## config.mk

```make
export PLATFORM = sky130hd
export DESIGN_NAME = maxnet_engine
export DESIGN_NICKNAME = d
export VERILOG_FILES = /design/src/rtl/maxnet_pkg.sv /design/src/rtl/maxnet_pu.sv /design/src/rtl/maxnet_engine.sv
export SDC_FILE = /design/constraint.sdc
export NUM_CORES = 2
export LEC_CHECK = 0
export CAP_MARGIN = 15
export CELL_PAD_IN_SITES_DETAIL_PLACEMENT = 0
export CELL_PAD_IN_SITES_GLOBAL_PLACEMENT = 1
export CORE_ASPECT_RATIO = 1.4
export CORE_MARGIN = 2
export CORE_UTILIZATION = 35
export CTS_BUF_LIST = sky130_fd_sc_hd__clkbuf_4 sky130_fd_sc_hd__clkbuf_8
export DETAILED_ROUTE_END_ITERATION = 10
export HOLD_SLACK_MARGIN = 0.05
export PLACE_DENSITY_LB_ADDON = 0.25
export SLEW_MARGIN = 10
export SYNTH_ARGS = -nofsm -noshare
export SYNTH_HDL_FRONTEND = slang
export SYNTH_HIERARCHICAL = 1
export SYNTH_SLANG_ARGS = --single-unit
```

## constraint.sdc

```tcl
create_clock -name clk -period 15.1 [get_ports clk]
set_input_delay 3.775 -clock clk [delete_from_list [all_inputs] [get_ports clk]]
set_output_delay 3.775 -clock clk [all_outputs]
set_load 0.005 [all_outputs]
```

## src/rtl/maxnet_pkg.sv

```systemverilog
// MAXNET engine shared types and width helpers.
// Optional iteration limit: define MAXNET_ITER_LIMIT_EN.
package maxnet_pkg;

  typedef enum logic [1:0] {
    S_IDLE,
    S_ITER,
    S_DONE
  } state_t;

  function automatic int idx_w(input int n);
    return (n < 2) ? 1 : $clog2(n);
  endfunction

  function automatic int sum_w(input int dw, input int n);
    return dw + $clog2(n);
  endfunction

  function automatic int prod_w(input int ew, input int sw);
    return ew + sw;
  endfunction

endpackage

```

## src/rtl/maxnet_pu.sv

```systemverilog
// MAXNET per-channel update: a - floor(eps*(S-a)), clamped at zero.
// Combinational; full-precision product, truncated only by the final shift.
module maxnet_pu
  import maxnet_pkg::*;
#(
  parameter int DATA_W = 32,
  parameter int EPS_W  = 8,
  parameter int SUM_W  = 34
) (
  input  logic [DATA_W-1:0] a,
  input  logic [SUM_W-1:0]  sum,
  input  logic [EPS_W-1:0]  eps,
  output logic [DATA_W-1:0] a_next
);

  localparam int PROD_W = prod_w(EPS_W, SUM_W);

  logic [SUM_W-1:0]  rest;
  logic [PROD_W-1:0] prod;
  logic [SUM_W-1:0]  inh;

  always_comb begin
    rest   = sum - SUM_W'(a);
    prod   = PROD_W'(eps) * PROD_W'(rest);
    inh    = prod[PROD_W-1 -: SUM_W];
    a_next = (inh >= SUM_W'(a)) ? '0 : a - inh[DATA_W-1:0];
  end

endmodule

```

## src/rtl/maxnet_engine.sv

```systemverilog
// MAXNET winner-take-all engine: iterates lateral inhibition until <=1 survivor.
// Optional iteration limit with timeout: define MAXNET_ITER_LIMIT_EN.
module maxnet_engine
  import maxnet_pkg::*;
#(
  parameter int N        = 4,
  parameter int DATA_W   = 32,
  parameter int EPS_W    = 8,
  parameter int ITER_W   = 8,
  parameter int MAX_ITER = 255
) (
  input  logic                  clk,
  input  logic                  rst_n,
  input  logic                  start,
  input  logic [EPS_W-1:0]      eps_in,
  input  logic [N*DATA_W-1:0]   x_in,
  output logic                  busy,
  output logic                  done,
  output logic [idx_w(N)-1:0]   winner_idx,
  output logic [DATA_W-1:0]     winner_val,
  output logic                  no_winner,
  output logic                  timeout,
  output logic [ITER_W-1:0]     iter_count
);

  localparam int IDX_W = idx_w(N);
  localparam int SUM_W = sum_w(DATA_W, N);
  localparam int CNT_W = $clog2(N + 1);

  state_t state, state_nx;

  logic [DATA_W-1:0] x_reg [N];
  logic [DATA_W-1:0] a_reg [N];
  logic [DATA_W-1:0] a_nx  [N];
  logic [EPS_W-1:0]  eps_reg;
  logic [SUM_W-1:0]  sum;
  logic [CNT_W-1:0]  nz_cnt;
  logic [IDX_W-1:0]  first_idx;
  logic              found;
  logic              resolve;
  logic              expire;

  for (genvar g = 0; g < N; g++) begin : g_pu
    maxnet_pu #(
      .DATA_W(DATA_W),
      .EPS_W (EPS_W),
      .SUM_W (SUM_W)
    ) u_pu (
      .a     (a_reg[g]),
      .sum   (sum),
      .eps   (eps_reg),
      .a_next(a_nx[g])
    );
  end

  // Sum, survivor count and lowest-index survivor in one pass.
  always_comb begin
    sum       = '0;
    nz_cnt    = '0;
    first_idx = '0;
    found     = 1'b0;
    for (int i = 0; i < N; i++) begin
      sum = sum + SUM_W'(a_reg[i]);
      if (a_reg[i] != '0) begin
        nz_cnt = nz_cnt + CNT_W'(1);
        if (!found) begin
          first_idx = IDX_W'(i);
          found     = 1'b1;
        end
      end
    end
  end

  assign resolve = (nz_cnt <= CNT_W'(1));

`ifdef MAXNET_ITER_LIMIT_EN
  assign expire = (iter_count == ITER_W'(MAX_ITER));

  always_ff @(posedge clk or negedge rst_n) begin
    if (!rst_n) begin
      timeout <= 1'b0;
    end else if (state == S_ITER && (resolve || expire)) begin
      timeout <= !resolve;
    end
  end
`else
  assign expire  = 1'b0;
  assign timeout = 1'b0;
`endif

  always_comb begin
    state_nx = state;
    unique case (state)
      S_IDLE: if (start) state_nx = S_ITER;
      S_ITER: if (resolve || expire) state_nx = S_DONE;
      S_DONE: state_nx = S_IDLE;
      default: state_nx = S_IDLE;
    endcase
  end

  assign busy = (state != S_IDLE);
  assign done = (state == S_DONE);

  always_ff @(posedge clk or negedge rst_n) begin
    if (!rst_n) begin
      state      <= S_IDLE;
      eps_reg    <= '0;
      iter_count <= '0;
      winner_idx <= '0;
      winner_val <= '0;
      no_winner  <= 1'b0;
      for (int i = 0; i < N; i++) begin
        x_reg[i] <= '0;
        a_reg[i] <= '0;
      end
    end else begin
      state <= state_nx;
      unique case (state)
        S_IDLE: begin
          if (start) begin
            eps_reg    <= eps_in;
            iter_count <= '0;
            for (int i = 0; i < N; i++) begin
              x_reg[i] <= x_in[i*DATA_W +: DATA_W];
              a_reg[i] <= x_in[i*DATA_W +: DATA_W];
            end
          end
        end
        S_ITER: begin
          if (resolve) begin
            winner_idx <= first_idx;
            winner_val <= (nz_cnt == '0) ? '0 : x_reg[first_idx];
            no_winner  <= (nz_cnt == '0);
          end else if (expire) begin
            winner_idx <= first_idx;
            winner_val <= x_reg[first_idx];
            no_winner  <= 1'b0;
          end else begin
            for (int i = 0; i < N; i++) a_reg[i] <= a_nx[i];
            iter_count <= (&iter_count) ? iter_count
                                        : iter_count + ITER_W'(1);
          end
        end
        default: ;
      endcase
    end
  end

endmodule

```

== Word-level counts from Yosys, hierarchy flattened ==
Index checks and enable logic that the tools add are counted.
W data, S select, Z words.

* Add/subtract/negate cells: 15
* Multipliers: 4
* Order comparisons: 6
* Equal/unequal tests: 6
* Mux-type cells: 31
* Bitwise logic cells: 1
* Reduce and logical (&&, ||, !) cells: 14

{| class="wikitable"
|+ Operator list
! cell !! number
|-
| $mux W128 || 2
|-
| $pmux W128 S2 || 1
|-
| $mux W32 || 7
|-
| $mul A8 B34 Y42 || 4
|-
| $ge A34 B32 Y1 || 4
|-
| $sub A34 B32 Y34 || 4
|-
| $reduce_bool A32 Y1 || 4
|-
| $sub A32 B32 Y32 || 4
|-
| $bmux W32 S2 || 1
|-
| $add A33 B32 Y34 || 1
|-
| $add A34 B32 Y34 || 1
|-
| $add A32 B32 Y33 || 1
|-
| $mux W8 || 3
|-
| $pmux W8 S2 || 1
|-
| $mux W2 || 7
|-
| $add A3 B1 Y3 const B || 3
|-
| $mux W3 || 3
|-
| $add A8 B1 Y8 const B || 1
|-
| $ne A2 B2 Y1 const B || 4
|-
| $reduce_and A8 Y1 || 1
|-
| $reduce_and A2 Y1 || 3
|-
| $mux W1 || 5
|-
| $pmux W2 S2 || 1
|-
| $reduce_and A4 Y1 || 1
|-
| 9 further kinds || 10
|}

* Flip-flop bits (word level): 309
* Input bits: 139
* Output and inout bits: 46
* Logic and storage cells: 91

== Depth between registers and ports, before layout ==
* Depth in word-level cells: 13
* Gate-level depth with buffers: 54

== Hierarchy ==
Netlist, hierarchy kept.

{| class="wikitable"
|+ By module, submodules not included
! module !! instances !! cells an instance !! area an instance (um^2)
|-
| maxnet_engine || 1 || 1814 || 17220.3
|-
| maxnet_pu (g_pu[0].u_pu) || 1 || 1715 || 13360.3
|-
| maxnet_pu (g_pu[1].u_pu) || 1 || 1732 || 13359.1
|-
| maxnet_pu (g_pu[2].u_pu) || 1 || 1549 || 12509.5
|-
| maxnet_pu (g_pu[3].u_pu) || 1 || 1484 || 12219.2
|}

== Worst setup path before layout ==
No wires, ideal clock.

* Path type: reg-to-reg
* From: register a_reg[1] (netlist name)
* To: register a_reg[94] (netlist name)
* Setup time: 0.083 ns
* Data arrival time: 11.998 ns
* Path slack: 3.020 ns
* Cell stages (with the launch flop): 53
* Buffers on the path: 3
* Clock period less this slack: 12.080 ns
* Path through: dfrtp_1 > inv_1 > fa_1 > inv_1 > fa_1 > ha_1 > fa_1 > a211oi_1 > o211ai_1 > a32oi_1 > nor3b_1 > o21ai_0 > nand2b_1 > a21oi_1 > xnor2_1 > ha_1 > clkbuf_1 > and3_1 > [... 17 more ...] > o211ai_1 > a41oi_1 > o21ba_2 > o21bai_1 > xor2_1 > ha_1 > a21oi_1 > o21bai_1 > a21oi_1 > o211ai_1 > a211oi_1 > o21ai_0 > or4_1 > clkbuf_2 > buf_6 > nor4_2 > mux2i_1 > o21ai_0

{| class="wikitable"
|+ RTL lines
! element !! line !! RTL
|-
| from (decl) || maxnet_engine.sv:33 || <nowiki>logic [DATA_W-1:0] a_reg [N];</nowiki>
|-
| from (signal, indexed assignment) || maxnet_engine.sv:125 || <nowiki>a_reg[i] <= x_in[i*DATA_W +: DATA_W];</nowiki>
|}

==> impl.org <==
** Global route
- Tot GR Track Use :: 27.1%
- Met2 track demand over resource :: 46.7%
- Most used routing layer in global routing :: met2
- The number of global-route vias before repair was 61.5k.
- Global routing consumed, on the met3 layer, 2.09% of the routing resources.
- Entering global routing, the biggest net connects 99 pins.
- Remaining global-route overflow :: 0
- The first global-routing pass estimated 403 mm of wire.
- Met1 Track Usage GR :: 34.3%
- The number of antenna violations at the first check in global routing is 26.

** Clock tree
- Post-CTS resize count :: 0
- TritonCTS built the clock tree.
- Clock Sink Count :: 309
- Clock transition at the registers of the reported paths :: 70 ps
- In this run the clock root is driven by a sky130_fd_sc_hd__clkbuf_8.
- Depth of the CTS H-tree :: 2
- Clock tree buffer depth :: 3
- CTS Buf Count :: 55
- Hold buffer count at cts :: 0
- Clock latency on the worst-skew pair, taken at its later pin, is 740 ps.
- Post-CTS Setup Bufs :: 0

** Route
- The final route contains 59.2k vias.
- For this run, design rule violations remaining after detail routing come to 0.
- Final antenna-violating net count :: 0
- Using the TritonRoute via totals, the vias-per-cell ratio works out to 5.37.
- Router iterations before antenna repair :: 6
- For this block, the initial DRC count from the detailed router was 4,155.
- Wire per inst :: 24.6 um
- Sum of routed wire length over all layers :: 271 mm

** Flow run
- Max-capacitance violation count :: 0

** Synth
- For this run, the register share of the synthesized area comes to 11.3%.
- By area, the combinational part of the netlist is dominated by adder cells.
- Summing the areas of all compound-gate instances in the mapped netlist gives 14.6% of the synthesized area.
- Sorting the synthesized cells by area gives the leading types as sky130_fd_sc_hd__fa_1, sky130_fd_sc_hd__ha_1, sky130_fd_sc_hd__dfrtp_1, sky130_fd_sc_hd__and2_1, sky130_fd_sc_hd__inv_1.
- The synthesized netlist devotes 36.3% of its cell area to adder and majority cells.
- Area share of the largest cell type after synthesis :: 24.4%
- Mean post-synth cell area :: 8.28 um^2
- Net count after synthesis :: 9,923
- Primary flip-flop cell chosen by synthesis mapping :: sky130_fd_sc_hd__dfrtp_1
- Cell type with the highest aggregate area in the netlist :: sky130_fd_sc_hd__fa_1
- Of the total synthesized cell area, the portion taken by AND, OR, NAND and NOR gates is 21.1%.
- After technology mapping, the gate count stands at 8,294.
- Yosys printed 6 warnings.
- Synthesis inferred 309 register bits.
- Fraction of synthesis flops using an asynchronous set or reset pin :: 100%
- Count of distinct cell types in the synthesized netlist :: 115
- Share of cell area taken by muxes after synthesis :: 3.41%
- The synthesized design contains 0 enable-type register cells.
- Mapped cell area :: 68,700 um^2
- After Yosys synthesis, XOR and XNOR cells account for 4.68% of the synthesized area.

** STA
- Max_slew headroom :: 12.7%
- Setup repair after global routing left no endpoint under its margin.
- Least-Margin Pin Slew :: 1300 ps
- Post-route minimum period :: 14,190 ps
- Fin. Hold Viols :: 0
- Setup violations remaining at the end of the flow were counted as 0.
- Sum Neg Setup Slack :: 0 ps
- FMAX :: 70.5 MHz
- Final period utilization :: 94.0%
- The clock arrives with 69.6 ps of skew.
- Slew Limit Fails :: 0

** Worst setup path
- The worst register-to-register path ends at a_reg[82]$_DFFE_PN0P_.
- The worst setup path is launched from a flip-flop.
- In this design, the stage delay of the slowest critical-path cell is 620 ps.
- Critical path data arrival time :: 14,840 ps
- The number of cells on the worst reg-to-reg path is 49.
- Library cell appearing most often on the critical path :: sky130_fd_sc_hd__fa_1
- Beginning of the worst register-to-register path :: a_reg[1]$_DFFE_PN0P_
- At the worst endpoint, the required time is 15,750 ps.
- The setup path with the least slack is of type flip-flop to flip-flop.
- Following the worst setup path forward leads to its endpoint at a_reg[82]$_DFFE_PN0P_.
- Slowest cell on crit path :: sky130_fd_sc_hd__xnor2_1
- Across all register-to-register paths, the minimum setup slack is 910 ps.
- Worst setup path startpoint :: a_reg[1]$_DFFE_PN0P_
- Top fanout value on the critical path :: 23
- Worst setup EP type :: flip-flop

** Floorplanning
- For this configuration, the core starts out at a cell density of 35.2%.
- From left edge to right edge, the die measures 378 um.
- Area of the core :: 195,000 um^2
- From bottom edge to top edge, the die measures 528 um.
- After floorplanning, the core was divided into 192 placement rows.
- Number of top-level pins :: 185
- Area enclosed by the die boundary :: 200,000 um^2

** Final layout
- Area growth, synth to finish :: 9.26%
- Summing all multi-input logic gate instances after layout gives 55,200 um^2.
- The net count of the finished layout is 9,991.
- After filler insertion, the fill cell instance count of the layout stands at 20.2k.
- Cells with a size suffix above 1 make up 4.71% of the layout.
- Area taken by flip-flops and latches :: 7760 um^2

** Worst hold path
- The tightest min-delay check is of the flip-flop to flip-flop type.

** Placement
- Detailed placement finished with a half-perimeter wire length of 226 mm.
- Routability congestion estimate from global placement :: 0.975
- Number of buffers added on ports :: 183

** Run status
- Result of the run :: complete, no violations
how the worst min path moves through the flow:
| stage | start | endpoint | slack [ps] | cells past startpoint |
|---|---|---|---|---|
| after CTS | x_reg[123]$_DFFE_PN0P_ | x_reg[123]$_DFFE_PN0P_ | 480 | 2 |
| after floorplan | x_reg[32]$_DFFE_PN0P_ | x_reg[32]$_DFFE_PN0P_ | 440 | 2 |
| after global placement | x_reg[31]$_DFFE_PN0P_ | x_reg[31]$_DFFE_PN0P_ | 450 | 2 |
| after global routing | x_reg[30]$_DFFE_PN0P_ | x_reg[30]$_DFFE_PN0P_ | 500 | 2 |
| after detailed placement | x_reg[28]$_DFFE_PN0P_ | x_reg[28]$_DFFE_PN0P_ | 460 | 2 |
| final | x_reg[23]$_DFFE_PN0P_ | x_reg[23]$_DFFE_PN0P_ | 470 | 2 |
metal layers:
| layer | wire length [um] | up-vias | share of wire (%) |
|---|---|---|---|
| li1 | - | 27300 | - |
| met1 | 113000 | 29900 | 42 |
| met2 | 132000 | 1582 | 49 |
| met3 | 12000 | 378 | 4.4 |
| met4 | 14200 | 10 | 5.2 |
| met5 | 57 | - | 0.021 |
cells by family after synthesis:
family | after synthesis
AOI/OAI and AO/OA | 1529
xor gates and xnor gates | 366
adders and majority gates | 1490
muxes | 194
other | 1
DFF | 309
and+or+nand+nor | 2841
buffers and inverters | 1564
cell type report:
type | instances | share of cell area (%)
multi-input cells | 6421 | 73.5
clock inverters | 19 | 0.312
well taps | 2619 | 4.37
inverters | 1243 | 6.22
diodes | 6 | 0.0200
repair buffers | 332 | 3.96
clock buffers | 77 | 1.25
flip-flops and latches | 309 | 10.3
cells in the final DEF (no fill, tap or decap), types with 15 or more instances in the layout:
cell type,Yosys,layout
sky130_fd_sc_hd__a22o_1,33,33
sky130_fd_sc_hd__mux2i_1,161,161
sky130_fd_sc_hd__o31ai_1,31,31
sky130_fd_sc_hd__mux4_2,32,32
sky130_fd_sc_hd__nand3_1,116,116
sky130_fd_sc_hd__o21ai_1,17,18
sky130_fd_sc_hd__o21a_1,61,61
sky130_fd_sc_hd__or3_1,25,25
sky130_fd_sc_hd__fa_1,836,836
sky130_fd_sc_hd__a21boi_0,15,15
sky130_fd_sc_hd__clkbuf_4,0,19
sky130_fd_sc_hd__ha_1,654,653
sky130_fd_sc_hd__nand3b_1,17,17
sky130_fd_sc_hd__nand4_1,88,88
sky130_fd_sc_hd__inv_1,1242,1242
sky130_fd_sc_hd__nand2_1,1005,1003
sky130_fd_sc_hd__a211o_1,15,15
sky130_fd_sc_hd__a211oi_1,48,48
sky130_fd_sc_hd__and3_1,82,82
sky130_fd_sc_hd__o21ai_0,363,361
sky130_fd_sc_hd__nor3_1,81,81
sky130_fd_sc_hd__a21oi_1,396,396
sky130_fd_sc_hd__a21o_1,208,208
sky130_fd_sc_hd__o2111ai_1,16,16
sky130_fd_sc_hd__clkbuf_8,0,58
sky130_fd_sc_hd__nor2_1,311,310
sky130_fd_sc_hd__a31oi_1,48,47
sky130_fd_sc_hd__xor2_1,152,143
sky130_fd_sc_hd__nor2b_1,145,144
sky130_fd_sc_hd__clkdlybuf4s50_1,0,182
sky130_fd_sc_hd__o211ai_1,33,33
sky130_fd_sc_hd__nand2b_1,80,79
sky130_fd_sc_hd__xnor2_1,213,204
sky130_fd_sc_hd__dfrtp_1,309,301
sky130_fd_sc_hd__o21bai_1,49,49
sky130_fd_sc_hd__and4_1,20,20
sky130_fd_sc_hd__buf_4,4,148
sky130_fd_sc_hd__o311ai_0,19,19
sky130_fd_sc_hd__and2_1,747,746
sky130_fd_sc_hd__nor4_1,45,45
synthesized netlist by cell type, types with 20 or more instances:
cell                          n
sky130_fd_sc_hd__ha_1       654
sky130_fd_sc_hd__a21o_1     208
sky130_fd_sc_hd__a211oi_1    48
sky130_fd_sc_hd__nor2b_1    145
sky130_fd_sc_hd__xnor2_1    213
sky130_fd_sc_hd__clkbuf_1   273
sky130_fd_sc_hd__a22o_1      33
sky130_fd_sc_hd__a21oi_1    396
sky130_fd_sc_hd__nand2_1   1005
sky130_fd_sc_hd__and2_1     747
sky130_fd_sc_hd__xor2_1     152
sky130_fd_sc_hd__o21ai_0    363
sky130_fd_sc_hd__nor4_1      45
sky130_fd_sc_hd__o31ai_1     31
sky130_fd_sc_hd__o211ai_1    33
sky130_fd_sc_hd__fa_1       836
sky130_fd_sc_hd__nand3_1    116
sky130_fd_sc_hd__buf_2       31
sky130_fd_sc_hd__dfrtp_1    309
sky130_fd_sc_hd__mux2i_1    161
sky130_fd_sc_hd__and4_1      20
sky130_fd_sc_hd__nand4_1     88
sky130_fd_sc_hd__or3_1       25
sky130_fd_sc_hd__nor2_1     311
sky130_fd_sc_hd__nand2b_1    80
sky130_fd_sc_hd__o21bai_1    49
sky130_fd_sc_hd__and3_1      82
sky130_fd_sc_hd__nor3_1      81
sky130_fd_sc_hd__o21a_1      61
sky130_fd_sc_hd__a31oi_1     48
sky130_fd_sc_hd__inv_1     1242
sky130_fd_sc_hd__mux4_2      32
critical path, delay by kind of cell (launching register included):
kind	cells	cell delay, ps
buffers and inverters	5	520
muxes	1	120
AOI/OAI and AO/OA	23	5070
DFF	1	570
xor gates and xnor gates	3	1310
adders and majority gates	11	4800
and+or+nand+nor	6	1750
through the flow:
step,hold WS (ps),utilization [%],instance area (um^2),setup WS [ps],instances
2_1_floorplan,440,-,68700,3020,8294
3_3_place_gp,454,37.8,73800,1070,10900
3_5_place_dp,460,37.8,73800,857,10900
4_1_cts,477,38.4,75000,818,11000
5_1_grt,496,38.4,75000,41.6,11000
6_report,475,38.4,75000,906,11000
Power is not shown: default switching activity piles up to over one toggle a cycle in this logic, so the estimate is an artifact.
